$ cat src/rtl/hazard_pkg.sv
// Shared types for the pipeline hazard controller: FSM states, forwarding
// selects and register-address width.
package hazard_pkg;

    localparam int REG_ADDR_W = 5;

    typedef enum logic [1:0] {
        RUN      = 2'b00,
        MEM_WAIT = 2'b01,
        ERR      = 2'b10
    } hz_state_t;

    typedef enum logic [1:0] {
        FWD_RF  = 2'b00,
        FWD_WB  = 2'b01,
        FWD_MEM = 2'b10
    } fwd_sel_t;

    // A producer matches a consumer only if it writes back to a non-x0 register.
    function automatic logic rd_hit(input logic                  wb_en,
                                    input logic [REG_ADDR_W-1:0] rd,
                                    input logic [REG_ADDR_W-1:0] rs);
        return wb_en && (rd != '0) && (rd == rs);
    endfunction

endpackage

$ cat src/rtl/pipeline_hazard_ctrl_if.sv
// Pipeline-side view of the hazard controller: stage register addresses and
// flags in, stage enables/flushes, forwarding selects and status out.
interface pipeline_hazard_ctrl_if
    import hazard_pkg::*;
#(
    parameter int CNT_W = 32
) ();

    logic [REG_ADDR_W-1:0] id_rs1, id_rs2;
    logic                  id_use_rs1, id_use_rs2;
    logic [REG_ADDR_W-1:0] ex_rs1, ex_rs2, ex_rd;
    logic                  ex_mem_read, ex_branch_tkn;
    logic [REG_ADDR_W-1:0] mem_rd, wb_rd;
    logic                  mem_reg_wb, wb_reg_wb;
    logic                  mem_req, mem_ready;

    logic                  pc_en, if_id_en, id_ex_en, ex_mem_en, mem_wb_en;
    logic                  if_id_flush, id_ex_flush, mem_wb_flush;
    logic [1:0]            fwd_a, fwd_b;
    logic                  mem_err;
    logic [CNT_W-1:0]      stall_cycles, flush_events, lu_stalls;

    modport master (
        output id_rs1, id_rs2, id_use_rs1, id_use_rs2, ex_rs1, ex_rs2, ex_rd,
               ex_mem_read, ex_branch_tkn, mem_rd, mem_reg_wb, wb_rd, wb_reg_wb,
               mem_req, mem_ready,
        input  pc_en, if_id_en, id_ex_en, ex_mem_en, mem_wb_en,
               if_id_flush, id_ex_flush, mem_wb_flush, fwd_a, fwd_b, mem_err,
               stall_cycles, flush_events, lu_stalls
    );

    modport slave (
        input  id_rs1, id_rs2, id_use_rs1, id_use_rs2, ex_rs1, ex_rs2, ex_rd,
               ex_mem_read, ex_branch_tkn, mem_rd, mem_reg_wb, wb_rd, wb_reg_wb,
               mem_req, mem_ready,
        output pc_en, if_id_en, id_ex_en, ex_mem_en, mem_wb_en,
               if_id_flush, id_ex_flush, mem_wb_flush, fwd_a, fwd_b, mem_err,
               stall_cycles, flush_events, lu_stalls
    );

endinterface

$ cat src/rtl/hazard_fwd_sel.sv
// Operand forwarding select for one EX source register. The younger EX/MEM
// result wins over MEM/WB; x0 is never forwarded.
module hazard_fwd_sel
    import hazard_pkg::*;
(
    input  logic [REG_ADDR_W-1:0] rs,
    input  logic [REG_ADDR_W-1:0] mem_rd,
    input  logic                  mem_reg_wb,
    input  logic [REG_ADDR_W-1:0] wb_rd,
    input  logic                  wb_reg_wb,
    input  logic                  force_rf,
    output fwd_sel_t              sel
);

    // Pick the youngest matching producer unless forwarding is disabled.
    always_comb begin
        sel = FWD_RF;
        if (!force_rf) begin
            if (rd_hit(mem_reg_wb, mem_rd, rs)) begin
                sel = FWD_MEM;
            end else if (rd_hit(wb_reg_wb, wb_rd, rs)) begin
                sel = FWD_WB;
            end
        end
    end

endmodule

$ cat src/rtl/pipeline_hazard_ctrl.sv
// Stall/flush/forwarding controller for the 5-stage RV32 pipeline.
// Optional build macro STALL_STATS_EN adds saturating stall/flush statistics;
// without it the statistics ports read as zero.
//
// state    | meaning
// ---------+--------------------------------------------------------------
// RUN      | normal operation; branch flush / load-use stall resolved here
// MEM_WAIT | data memory access outstanding, pipeline frozen until ready
// ERR      | memory timed out; everything held, mem_err set until reset
module pipeline_hazard_ctrl
    import hazard_pkg::*;
#(
    parameter int MEM_TIMEOUT = 255,
    parameter int CNT_W       = 32
) (
    input logic                   clk,
    input logic                   reset,
    pipeline_hazard_ctrl_if.slave bus
);

    localparam int                WCNT_W    = $clog2(MEM_TIMEOUT);
    localparam logic [WCNT_W-1:0] WCNT_LAST = WCNT_W'(MEM_TIMEOUT - 1);

    hz_state_t         state_q, state_d;
    logic [WCNT_W-1:0] wcnt_q, wcnt_d;
    logic              freeze;
    logic              lu_hit;
    logic              fwd_force_rf;
    fwd_sel_t          fwd_a_sel, fwd_b_sel;

    // State and wait-counter registers.
    always_ff @(posedge clk) begin
        if (reset) begin
            state_q <= RUN;
            wcnt_q  <= '0;
        end else begin
            state_q <= state_d;
            wcnt_q  <= wcnt_d;
        end
    end

    // Memory-wait tracking; the counter holds the number of wait cycles so far.
    always_comb begin
        state_d = state_q;
        wcnt_d  = wcnt_q;
        freeze  = 1'b0;
        case (state_q)
            RUN: begin
                if (bus.mem_req && !bus.mem_ready) begin
                    freeze  = 1'b1;
                    wcnt_d  = WCNT_W'(1);
                    state_d = MEM_WAIT;
                end
            end
            MEM_WAIT: begin
                if (!bus.mem_ready) begin
                    freeze = 1'b1;
                    if (wcnt_q == WCNT_LAST) begin
                        state_d = ERR;
                    end else begin
                        wcnt_d = wcnt_q + 1'b1;
                    end
                end else begin
                    wcnt_d  = '0;
                    state_d = RUN;
                end
            end
            ERR: begin
                state_d = ERR;
            end
            default: begin
                state_d = RUN;
                wcnt_d  = '0;
            end
        endcase
    end

    assign lu_hit = bus.ex_mem_read && (bus.ex_rd != '0) &&
                    ((bus.id_use_rs1 && (bus.id_rs1 == bus.ex_rd)) ||
                     (bus.id_use_rs2 && (bus.id_rs2 == bus.ex_rd)));

    // Stage enables and bubbles, highest-priority condition first.
    always_comb begin
        bus.pc_en        = 1'b1;
        bus.if_id_en     = 1'b1;
        bus.id_ex_en     = 1'b1;
        bus.ex_mem_en    = 1'b1;
        bus.mem_wb_en    = 1'b1;
        bus.if_id_flush  = 1'b0;
        bus.id_ex_flush  = 1'b0;
        bus.mem_wb_flush = 1'b0;
        if (reset) begin
            bus.pc_en        = 1'b0;
            bus.if_id_en     = 1'b0;
            bus.id_ex_en     = 1'b0;
            bus.ex_mem_en    = 1'b0;
            bus.mem_wb_en    = 1'b0;
            bus.if_id_flush  = 1'b1;
            bus.id_ex_flush  = 1'b1;
            bus.mem_wb_flush = 1'b1;
        end else if (state_q == ERR) begin
            bus.pc_en     = 1'b0;
            bus.if_id_en  = 1'b0;
            bus.id_ex_en  = 1'b0;
            bus.ex_mem_en = 1'b0;
            bus.mem_wb_en = 1'b0;
        end else if (freeze) begin
            // WB keeps draining, but gets a bubble since MEM has no result yet.
            bus.pc_en        = 1'b0;
            bus.if_id_en     = 1'b0;
            bus.id_ex_en     = 1'b0;
            bus.ex_mem_en    = 1'b0;
            bus.mem_wb_flush = 1'b1;
        end else if (bus.ex_branch_tkn) begin
            // The dependent instruction is squashed anyway, so no load-use bubble.
            bus.if_id_flush = 1'b1;
            bus.id_ex_flush = 1'b1;
        end else if (lu_hit) begin
            bus.pc_en       = 1'b0;
            bus.if_id_en    = 1'b0;
            bus.id_ex_flush = 1'b1;
        end
    end

    assign bus.mem_err  = !reset && (state_q == ERR);
    assign fwd_force_rf = reset || (state_q == ERR);

    hazard_fwd_sel u_fwd_a (
        .rs         (bus.ex_rs1),
        .mem_rd     (bus.mem_rd),
        .mem_reg_wb (bus.mem_reg_wb),
        .wb_rd      (bus.wb_rd),
        .wb_reg_wb  (bus.wb_reg_wb),
        .force_rf   (fwd_force_rf),
        .sel        (fwd_a_sel)
    );

    hazard_fwd_sel u_fwd_b (
        .rs         (bus.ex_rs2),
        .mem_rd     (bus.mem_rd),
        .mem_reg_wb (bus.mem_reg_wb),
        .wb_rd      (bus.wb_rd),
        .wb_reg_wb  (bus.wb_reg_wb),
        .force_rf   (fwd_force_rf),
        .sel        (fwd_b_sel)
    );

    assign bus.fwd_a = fwd_a_sel;
    assign bus.fwd_b = fwd_b_sel;

`ifdef STALL_STATS_EN
    logic             active;
    logic             stall_inc, flush_inc, lu_inc;
    logic [CNT_W-1:0] stall_cycles_q, stall_cycles_d;
    logic [CNT_W-1:0] flush_events_q, flush_events_d;
    logic [CNT_W-1:0] lu_stalls_q, lu_stalls_d;

    // Classify this cycle with the same priority as the enable logic.
    always_comb begin
        active    = (state_q != ERR);
        flush_inc = active && !freeze && bus.ex_branch_tkn;
        lu_inc    = active && !freeze && !bus.ex_branch_tkn && lu_hit;
        stall_inc = (active && freeze) || lu_inc;
    end

    // Saturating increments.
    always_comb begin
        stall_cycles_d = stall_cycles_q;
        flush_events_d = flush_events_q;
        lu_stalls_d    = lu_stalls_q;
        if (stall_inc && (stall_cycles_q != '1)) stall_cycles_d = stall_cycles_q + 1'b1;
        if (flush_inc && (flush_events_q != '1)) flush_events_d = flush_events_q + 1'b1;
        if (lu_inc && (lu_stalls_q != '1))       lu_stalls_d    = lu_stalls_q + 1'b1;
    end

    // Statistics registers.
    always_ff @(posedge clk) begin
        if (reset) begin
            stall_cycles_q <= '0;
            flush_events_q <= '0;
            lu_stalls_q    <= '0;
        end else begin
            stall_cycles_q <= stall_cycles_d;
            flush_events_q <= flush_events_d;
            lu_stalls_q    <= lu_stalls_d;
        end
    end

    assign bus.stall_cycles = stall_cycles_q;
    assign bus.flush_events = flush_events_q;
    assign bus.lu_stalls    = lu_stalls_q;
`else
    assign bus.stall_cycles = '0;
    assign bus.flush_events = '0;
    assign bus.lu_stalls    = '0;
`endif

endmodule

$ cat src/flat_wrapper.sv
// flat-port wrapper written by rule: the top's interface ports become plain ports
module pipeline_hazard_ctrl_flat import hazard_pkg::*;
#(
    parameter int MEM_TIMEOUT = 255,
    parameter int CNT_W       = 32
)
  (clk, reset, bus_id_rs1, bus_id_rs2, bus_id_use_rs1, bus_id_use_rs2, bus_ex_rs1, bus_ex_rs2, bus_ex_rd, bus_ex_mem_read, bus_ex_branch_tkn, bus_mem_rd, bus_mem_reg_wb, bus_wb_rd, bus_wb_reg_wb, bus_mem_req, bus_mem_ready, bus_pc_en, bus_if_id_en, bus_id_ex_en, bus_ex_mem_en, bus_mem_wb_en, bus_if_id_flush, bus_id_ex_flush, bus_mem_wb_flush, bus_fwd_a, bus_fwd_b, bus_mem_err, bus_stall_cycles, bus_flush_events, bus_lu_stalls);
  pipeline_hazard_ctrl_if #(.CNT_W(CNT_W)) bus_i ();
  input logic clk;
  input logic reset;
  input wire logic [$bits(bus_i.id_rs1)-1:0] bus_id_rs1;
  input wire logic [$bits(bus_i.id_rs2)-1:0] bus_id_rs2;
  input wire logic [$bits(bus_i.id_use_rs1)-1:0] bus_id_use_rs1;
  input wire logic [$bits(bus_i.id_use_rs2)-1:0] bus_id_use_rs2;
  input wire logic [$bits(bus_i.ex_rs1)-1:0] bus_ex_rs1;
  input wire logic [$bits(bus_i.ex_rs2)-1:0] bus_ex_rs2;
  input wire logic [$bits(bus_i.ex_rd)-1:0] bus_ex_rd;
  input wire logic [$bits(bus_i.ex_mem_read)-1:0] bus_ex_mem_read;
  input wire logic [$bits(bus_i.ex_branch_tkn)-1:0] bus_ex_branch_tkn;
  input wire logic [$bits(bus_i.mem_rd)-1:0] bus_mem_rd;
  input wire logic [$bits(bus_i.mem_reg_wb)-1:0] bus_mem_reg_wb;
  input wire logic [$bits(bus_i.wb_rd)-1:0] bus_wb_rd;
  input wire logic [$bits(bus_i.wb_reg_wb)-1:0] bus_wb_reg_wb;
  input wire logic [$bits(bus_i.mem_req)-1:0] bus_mem_req;
  input wire logic [$bits(bus_i.mem_ready)-1:0] bus_mem_ready;
  output wire logic [$bits(bus_i.pc_en)-1:0] bus_pc_en;
  output wire logic [$bits(bus_i.if_id_en)-1:0] bus_if_id_en;
  output wire logic [$bits(bus_i.id_ex_en)-1:0] bus_id_ex_en;
  output wire logic [$bits(bus_i.ex_mem_en)-1:0] bus_ex_mem_en;
  output wire logic [$bits(bus_i.mem_wb_en)-1:0] bus_mem_wb_en;
  output wire logic [$bits(bus_i.if_id_flush)-1:0] bus_if_id_flush;
  output wire logic [$bits(bus_i.id_ex_flush)-1:0] bus_id_ex_flush;
  output wire logic [$bits(bus_i.mem_wb_flush)-1:0] bus_mem_wb_flush;
  output wire logic [$bits(bus_i.fwd_a)-1:0] bus_fwd_a;
  output wire logic [$bits(bus_i.fwd_b)-1:0] bus_fwd_b;
  output wire logic [$bits(bus_i.mem_err)-1:0] bus_mem_err;
  output wire logic [$bits(bus_i.stall_cycles)-1:0] bus_stall_cycles;
  output wire logic [$bits(bus_i.flush_events)-1:0] bus_flush_events;
  output wire logic [$bits(bus_i.lu_stalls)-1:0] bus_lu_stalls;
  assign bus_i.id_rs1 = bus_id_rs1;
  assign bus_i.id_rs2 = bus_id_rs2;
  assign bus_i.id_use_rs1 = bus_id_use_rs1;
  assign bus_i.id_use_rs2 = bus_id_use_rs2;
  assign bus_i.ex_rs1 = bus_ex_rs1;
  assign bus_i.ex_rs2 = bus_ex_rs2;
  assign bus_i.ex_rd = bus_ex_rd;
  assign bus_i.ex_mem_read = bus_ex_mem_read;
  assign bus_i.ex_branch_tkn = bus_ex_branch_tkn;
  assign bus_i.mem_rd = bus_mem_rd;
  assign bus_i.mem_reg_wb = bus_mem_reg_wb;
  assign bus_i.wb_rd = bus_wb_rd;
  assign bus_i.wb_reg_wb = bus_wb_reg_wb;
  assign bus_i.mem_req = bus_mem_req;
  assign bus_i.mem_ready = bus_mem_ready;
  assign bus_pc_en = bus_i.pc_en;
  assign bus_if_id_en = bus_i.if_id_en;
  assign bus_id_ex_en = bus_i.id_ex_en;
  assign bus_ex_mem_en = bus_i.ex_mem_en;
  assign bus_mem_wb_en = bus_i.mem_wb_en;
  assign bus_if_id_flush = bus_i.if_id_flush;
  assign bus_id_ex_flush = bus_i.id_ex_flush;
  assign bus_mem_wb_flush = bus_i.mem_wb_flush;
  assign bus_fwd_a = bus_i.fwd_a;
  assign bus_fwd_b = bus_i.fwd_b;
  assign bus_mem_err = bus_i.mem_err;
  assign bus_stall_cycles = bus_i.stall_cycles;
  assign bus_flush_events = bus_i.flush_events;
  assign bus_lu_stalls = bus_i.lu_stalls;
  pipeline_hazard_ctrl #(.MEM_TIMEOUT(MEM_TIMEOUT), .CNT_W(CNT_W)) u_core (.clk(clk), .reset(reset), .bus(bus_i));
endmodule
$ cat config.mk
export PLATFORM = sky130hd
export DESIGN_NAME = pipeline_hazard_ctrl_flat
export DESIGN_NICKNAME = d
export VERILOG_FILES = /design/src/rtl/hazard_pkg.sv /design/src/rtl/pipeline_hazard_ctrl_if.sv /design/src/rtl/hazard_fwd_sel.sv /design/src/rtl/pipeline_hazard_ctrl.sv /design/src/flat_wrapper.sv
export SDC_FILE = /design/constraint.sdc
export NUM_CORES = 1
export LEC_CHECK = 0
export BUFFER_PORTS_ARGS = -buffer_cell sky130_fd_sc_hd__buf_2
export CAP_MARGIN = 30
export CORE_AREA = 2 2 60 85
export CTS_CLUSTER_SIZE = 12
export DETAILED_ROUTE_END_ITERATION = 12
export DIE_AREA = 0 0 62 87
export HOLD_SLACK_MARGIN = 0.12
export PLACE_DENSITY = 0.8
export SLEW_MARGIN = 0
export SYNTH_ARGS = -nofsm -noshare
export SYNTH_HDL_FRONTEND = slang
export SYNTH_SLANG_ARGS = --single-unit
$ cat constraint.sdc
create_clock -name clk -period 1.6 [get_ports clk]
set_clock_uncertainty 0.05 [all_clocks]
set_input_delay 0 -clock clk [delete_from_list [all_inputs] [get_ports clk]]
set_output_delay 0 -clock clk [all_outputs]
set_load 0.005 [all_outputs]
After elaboration in Yosys (flattened, before gate mapping):

Cells that the tools add are included.

* memories: 0
* register bits after elaboration: 10
* output and inout bits: 109
* RAM bits: 0
* input bits: 45
* logic and storage cells: 77
* latch bits: 0
* memory bits (read-only): 0

* shifts and indexed selects: 0
* $lt $le $gt $ge: 0
* $add $sub $neg: 1
* reductions and logical operators: 22
* bitwise logic cells: 1
* $mul: 0
* eq/ne operators: 12
* div/mod/pow operators: 0
* muxes and demuxes: 39

Operators with widths (number)
* $eq A5 B5 Y1: 6
* $mux W1: 26
* $mux W8: 3
* $pmux W8 S3: 1
* $reduce_bool A5 Y1: 3
* $mux W2: 7
* $logic_and A1 B1 Y1: 12
* $add A8 B1 Y8 const B: 1
* $eq A8 B8 Y1 const B: 1
* $pmux W2 S3: 1
* $ne A3 B2 Y1 const B: 1
* $ne A3 B3 Y1 const B: 1
* $reduce_and A3 Y1: 1
* $eq A2 B1 Y1 const B: 1
* $eq A2 B2 Y1 const B: 1
* $logic_not A1 Y1: 2
* $logic_not A2 Y1: 1
* $logic_or A1 B1 Y1: 2
* $ne A2 B1 Y1 const B: 1
* $pmux W1 S2: 1
* $reduce_and A2 Y1: 1
* $not A1 Y1: 1

Longest topological paths before layout:

* depth after elaboration: 9
* gate-level depth with buffers: 6

Hierarchy:

From an unflattened synthesis, not the netlist that was laid out.

* cells, all modules: 229
* area total of the unflattened synthesis: 1795.5 um2

By module, submodules not included
* pipeline_hazard_ctrl: instances 1, cells an instance 187, area an instance 1465.2 um2, seq. area each 200.2 um2
* hazard_fwd_sel: instances 2, cells an instance 21, area an instance 165.2 um2, seq. area each 0.0 um2

Worst setup path after synthesis:

OpenSTA, ideal clock, no wires.

* path type: flip-flop to flip-flop
* start: register u_core.wcnt_q[0]
* end: register u_core.wcnt_q[2]
* library setup time: 0.070 ns
* data required time: 1.480 ns
* setup slack: 0.215 ns
* path buffers: 0
* period minus slack after synthesis: 1.385 ns
* arrival time: 1.265 ns
* cell stages (with the launch flop): 7
* cells stage by stage: dfxtp_1 -> inv_1 -> ha_1 -> nand3_1 -> o21ai_1 -> or3_1 -> a21oi_1

* word-level cells in the longest chain between the ends: 4

Ends and longest elaborated chain
* start: declaration: RTL line pipeline_hazard_ctrl.sv:25 `logic [WCNT_W-1:0] wcnt_q, wcnt_d;`
* start signal: assignment: RTL line pipeline_hazard_ctrl.sv:38 `wcnt_q <= wcnt_d;`
* $add A8 B1 Y8: RTL line pipeline_hazard_ctrl.sv:61 `wcnt_d = wcnt_q + 1'b1;`
* $mux W8: RTL line pipeline_hazard_ctrl.sv:58 `if (wcnt_q == WCNT_LAST) begin`
* $mux W8: RTL line pipeline_hazard_ctrl.sv:56 `if (!bus.mem_ready) begin`
* $pmux W8 S3: RTL line pipeline_hazard_ctrl.sv:47 `case (state_q)`

Several ways; a longest one is shown, not always the timed one. The select of a mux whose other input is x is not followed.
A chain may end at the register's enable or synchronous reset.

Worst setup path after layout:

* start: register u_core.state_q[1]
* end: register u_core.wcnt_q[7]

* word-level cells in the longest chain between the ends: 3

Ends and longest elaborated chain
* start: declaration: RTL line pipeline_hazard_ctrl.sv:24 `hz_state_t state_q, state_d;`
* start signal: assignment: RTL line pipeline_hazard_ctrl.sv:37 `state_q <= state_d;`
* $eq A2 B1 Y1, or another cell as far along: RTL line pipeline_hazard_ctrl.sv:47
* $ne A3 B3 Y1 (no line), or another cell as far along
* $reduce_and A3 Y1 (no line)

Several ways; a longest one is shown, not always the timed one.

==> insert_results.sql <==
INSERT INTO impl_metrics (metric_group, metric, value, unit) VALUES
('layout', 'regArea', '205', 'sq um'),
('pwr', 'combPwrFrac', '0.332', ''),
('floorplanning', 'floorplan.die_area', '5390', 'sq um'),
('logic_synthesis', 'synth_seq_area_share', '0.116', ''),
('sta', 'final-hold-violation-count', '0', ''),
('logic_synthesis', 'synth_flop_cell', 'sky130_fd_sc_hd__dfxtp_1', ''),
('detailed_routing', 'wirelength', '3.26', 'mm'),
('pwr', 'internal_power', '587', 'uW'),
('detailed_routing', 'top_layer_used', 'met4', ''),
('worst_hold_path', 'hold_path.class', 'input port to flop', ''),
('setup_path', 'crit_type', 'flop to flop', ''),
('detailed_routing', 'met2RoutedLength', '1.72', 'mm'),
('placed_design', 'preCtsSetupSlack', '0.0944', 'ns'),
('logic_synthesis', 'synth-edff-count', '0', ''),
('layout', 'design_area', '1800', 'sq um'),
('logic_synthesis', 'ys_async_sr_fraction', '0', ''),
('setup_path', 'worst-path-max-fanout', '6', ''),
('placed_design', 'postPlaceCellArea', '1710', 'sq um'),
('logic_synthesis', 'synth_cell_types', '38', ''),
('logic_synthesis', 'postSynthAreaPerCell', '7.66', 'sq um'),
('run', 'drv.max_cap_violation_count', '0', ''),
('floorplanning', 'core', '4690', 'sq um'),
('detailed_routing', 'route.detailed.drc', '0', ''),
('setup_path', 'startpoint_type', 'flop', ''),
('layout', 'final_util', '0.383', ''),
('pwr', 'powerDensity', '479', 'nW/um^2'),
('layout', 'antennaDiodeCount', '0', ''),
('detailed_routing', 'wl_met3', '356', 'microns'),
('sta', 'timing.final.ws_setup', '0.0845', 'ns'),
('clock_tree', 'cts-root-to-sink-buffers', '2', ''),
('outcome', 'run_status', 'completed', ''),
('pwr', 'p_seq_frac', '0.301', ''),
('placed_design', 'port_buffers', '57', ''),
('detailed_routing', 'detail_route.vias_per_cell', '4.09', ''),
('layout', 'finalNonFillerCells', '348', ''),
('detailed_routing', 'detail_route.first_pass.iterations', '4', ''),
('pwr', 'finalPower', '862', 'uW'),
('floorplanning', 'start_util', '0.367', ''),
('sta', 'period_utilisation_layout', '0.947', ''),
('global_route', 'global_route_wire_length_before_repair', '4.87', 'mm'),
('clock_tree', 'clock_tree.root_cell', 'sky130_fd_sc_hd__clkbuf_8', ''),
('clock_tree', 'clock_sink_count', '10', ''),
('placed_design', 'place_inst', '342', ''),
('layout', 'drive_gt1_frac', '0.246', ''),
('sta', 'timing.final.setup_violations', '0', ''),
('global_route', 'grt_antenna_before_repair', '0', ''),
('sta', 'clock.fmax', '660', 'MHz'),
('setup_path', 'reg2reg_depth', '4', ''),
('logic_synthesis', 'most_area_consuming_cells_after_synthesis', 'sky130_fd_sc_hd__buf_4 (43%), sky130_fd_sc_hd__dfxtp_1 (12%), sky130_fd_sc_hd__xnor2_1 (9.7%), sky130_fd_sc_hd__xor2_1 (7.6%), sky130_fd_sc_hd__nand3_1 (2.6%)', ''),
('layout', 'mostFrequentLayoutCell', 'sky130_fd_sc_hd__conb_1', ''),
('clock_tree', 'post_cts_repair_setup_buffers', '0', ''),
('clock_tree', 'cts_tree', 'done', ''),
('floorplanning', 'chipWidth', '62', 'microns'),
('pwr', 'clock_power_share', '0.367', ''),
('floorplanning', 'io-pin-count', '154', ''),
('clock_tree', 'cts_buffers', '3', ''),
('layout', 'mostFrequentLayoutCells', 'sky130_fd_sc_hd__conb_1 (96), sky130_fd_sc_hd__buf_2 (57), sky130_fd_sc_hd__xnor2_1 (19)', ''),
('logic_synthesis', 'synth-seq-cells', '10', ''),
('logic_synthesis', 'synthCells', '225', ''),
('placed_design', 'finalWeightedCongestion', '0.791', ''),
('setup_path', 'worst_ep_arrival_time', '1.63', 'ns'),
('global_route', 'first_global_vias', '1166', ''),
('sta', 'period_minus_slack', '1.52', 'ns'),
('detailed_routing', 'route.detailed.wl_per_inst', '9.36', 'microns'),
('placed_design', 'dp_hpwl', '2.89', 'mm'),
('global_route', 'largest_net_degree_at_the_start_of_global_routing', '10', ''),
('logic_synthesis', 'syn_area', '1720', 'sq um'),
('pwr', 'power.switching_fraction', '0.319', ''),
('sta', 'count_of_pins_over_their_slew_limit', '0', ''),
('worst_hold_path', 'worstHoldPathCells', '4', ''),
('clock_tree', 'path_clk_slew', '0.05', 'ns');
## synthesized netlist by cell type, types with 2 or more instances
master	instances
sky130_fd_sc_hd__or3_1	3
sky130_fd_sc_hd__or4_1	3
sky130_fd_sc_hd__nor4_1	4
sky130_fd_sc_hd__nand2_1	8
sky130_fd_sc_hd__dfxtp_1	10
sky130_fd_sc_hd__nand3_1	9
sky130_fd_sc_hd__buf_4	98
sky130_fd_sc_hd__a21oi_1	6
sky130_fd_sc_hd__ha_1	2
sky130_fd_sc_hd__xnor2_1	19
sky130_fd_sc_hd__o211ai_1	2
sky130_fd_sc_hd__nor3_2	2
sky130_fd_sc_hd__nor2_1	9
sky130_fd_sc_hd__and4_1	2
sky130_fd_sc_hd__o21ai_0	4
sky130_fd_sc_hd__nand4_1	2
sky130_fd_sc_hd__inv_1	4
sky130_fd_sc_hd__xor2_1	15
sky130_fd_sc_hd__nor3_1	4
## critical path, cell delays in order, from the launching register on
cell and delay (ns):
sky130_fd_sc_hd__dfxtp_1 0.37, sky130_fd_sc_hd__or2_2 0.35, sky130_fd_sc_hd__a21oi_1 0.29, sky130_fd_sc_hd__nand2_1 0.23, sky130_fd_sc_hd__a21oi_1 0.16
## sequential cells by signal, summed over array words and instances (netlist names)
name	flops
u_core.wcnt_q	8
u_core.state_q	2
## final cells by class
| type | count | area share |
|---|---|---|
| tap | 64 | 0.0445 |
| inverter | 4 | 0.00834 |
| multi-input combinational | 207 | 0.633 |
| timing repair buffer | 59 | 0.170 |
| clock buffer | 4 | 0.0306 |
| sequential | 10 | 0.114 |
## cells by family (layout without fill, tap and decap cells)
family                   Yosys count  after routing  synth area share
flip-flops                        10             10             0.116
other                              1             96           0.00217
AO/OA/AOI/OAI                     24             24            0.0943
buffers and inverters            103             67             0.438
XOR/XNOR                          34             34             0.173
AND/OR/NAND/NOR                   51             51             0.162
adder cells (fa/ha/maj)            2              2            0.0145
## layer usage
metal / vias up / global-route usage
met3: 4 / 0.0282
met1: 637 / 0.134
met4: 0 / 0.0193
met5: - / 0
li1: 677 / -
met2: 107 / 0.208
## final timing paths
kind                            to               from  slack [ns]
hold reg to reg   u_core.wcnt_q[0]   u_core.wcnt_q[0]        0.46
setup reg to reg  u_core.wcnt_q[7]  u_core.state_q[1]        0.08
hold / removal    u_core.wcnt_q[0]      bus_mem_ready        0.16
setup / recovery  u_core.wcnt_q[7]  u_core.state_q[1]        0.08
## power by group through the flow
stage / Sequential, mW / Combinational [mW] / Clock, mW
2_1_floorplan: 0.262 / 0.337 / 0
3_3_place_gp: 0.264 / 0.271 / 0
3_5_place_dp: 0.265 / 0.275 / 0
4_1_cts: 0.260 / 0.280 / 0.322
5_1_grt: 0.260 / 0.333 / 0.335
6_report: 0.260 / 0.286 / 0.316
## timing repair
item / in CTS / in global routing
setup endpoints to repair: 5 / 7
pin swaps: 0 / 0
gates resized for setup: 2 / 7
hold buffers: 2 / 0
endpoints found under the hold margin: 4 / 0
Note: power is estimated with default switching activity, not from simulation.
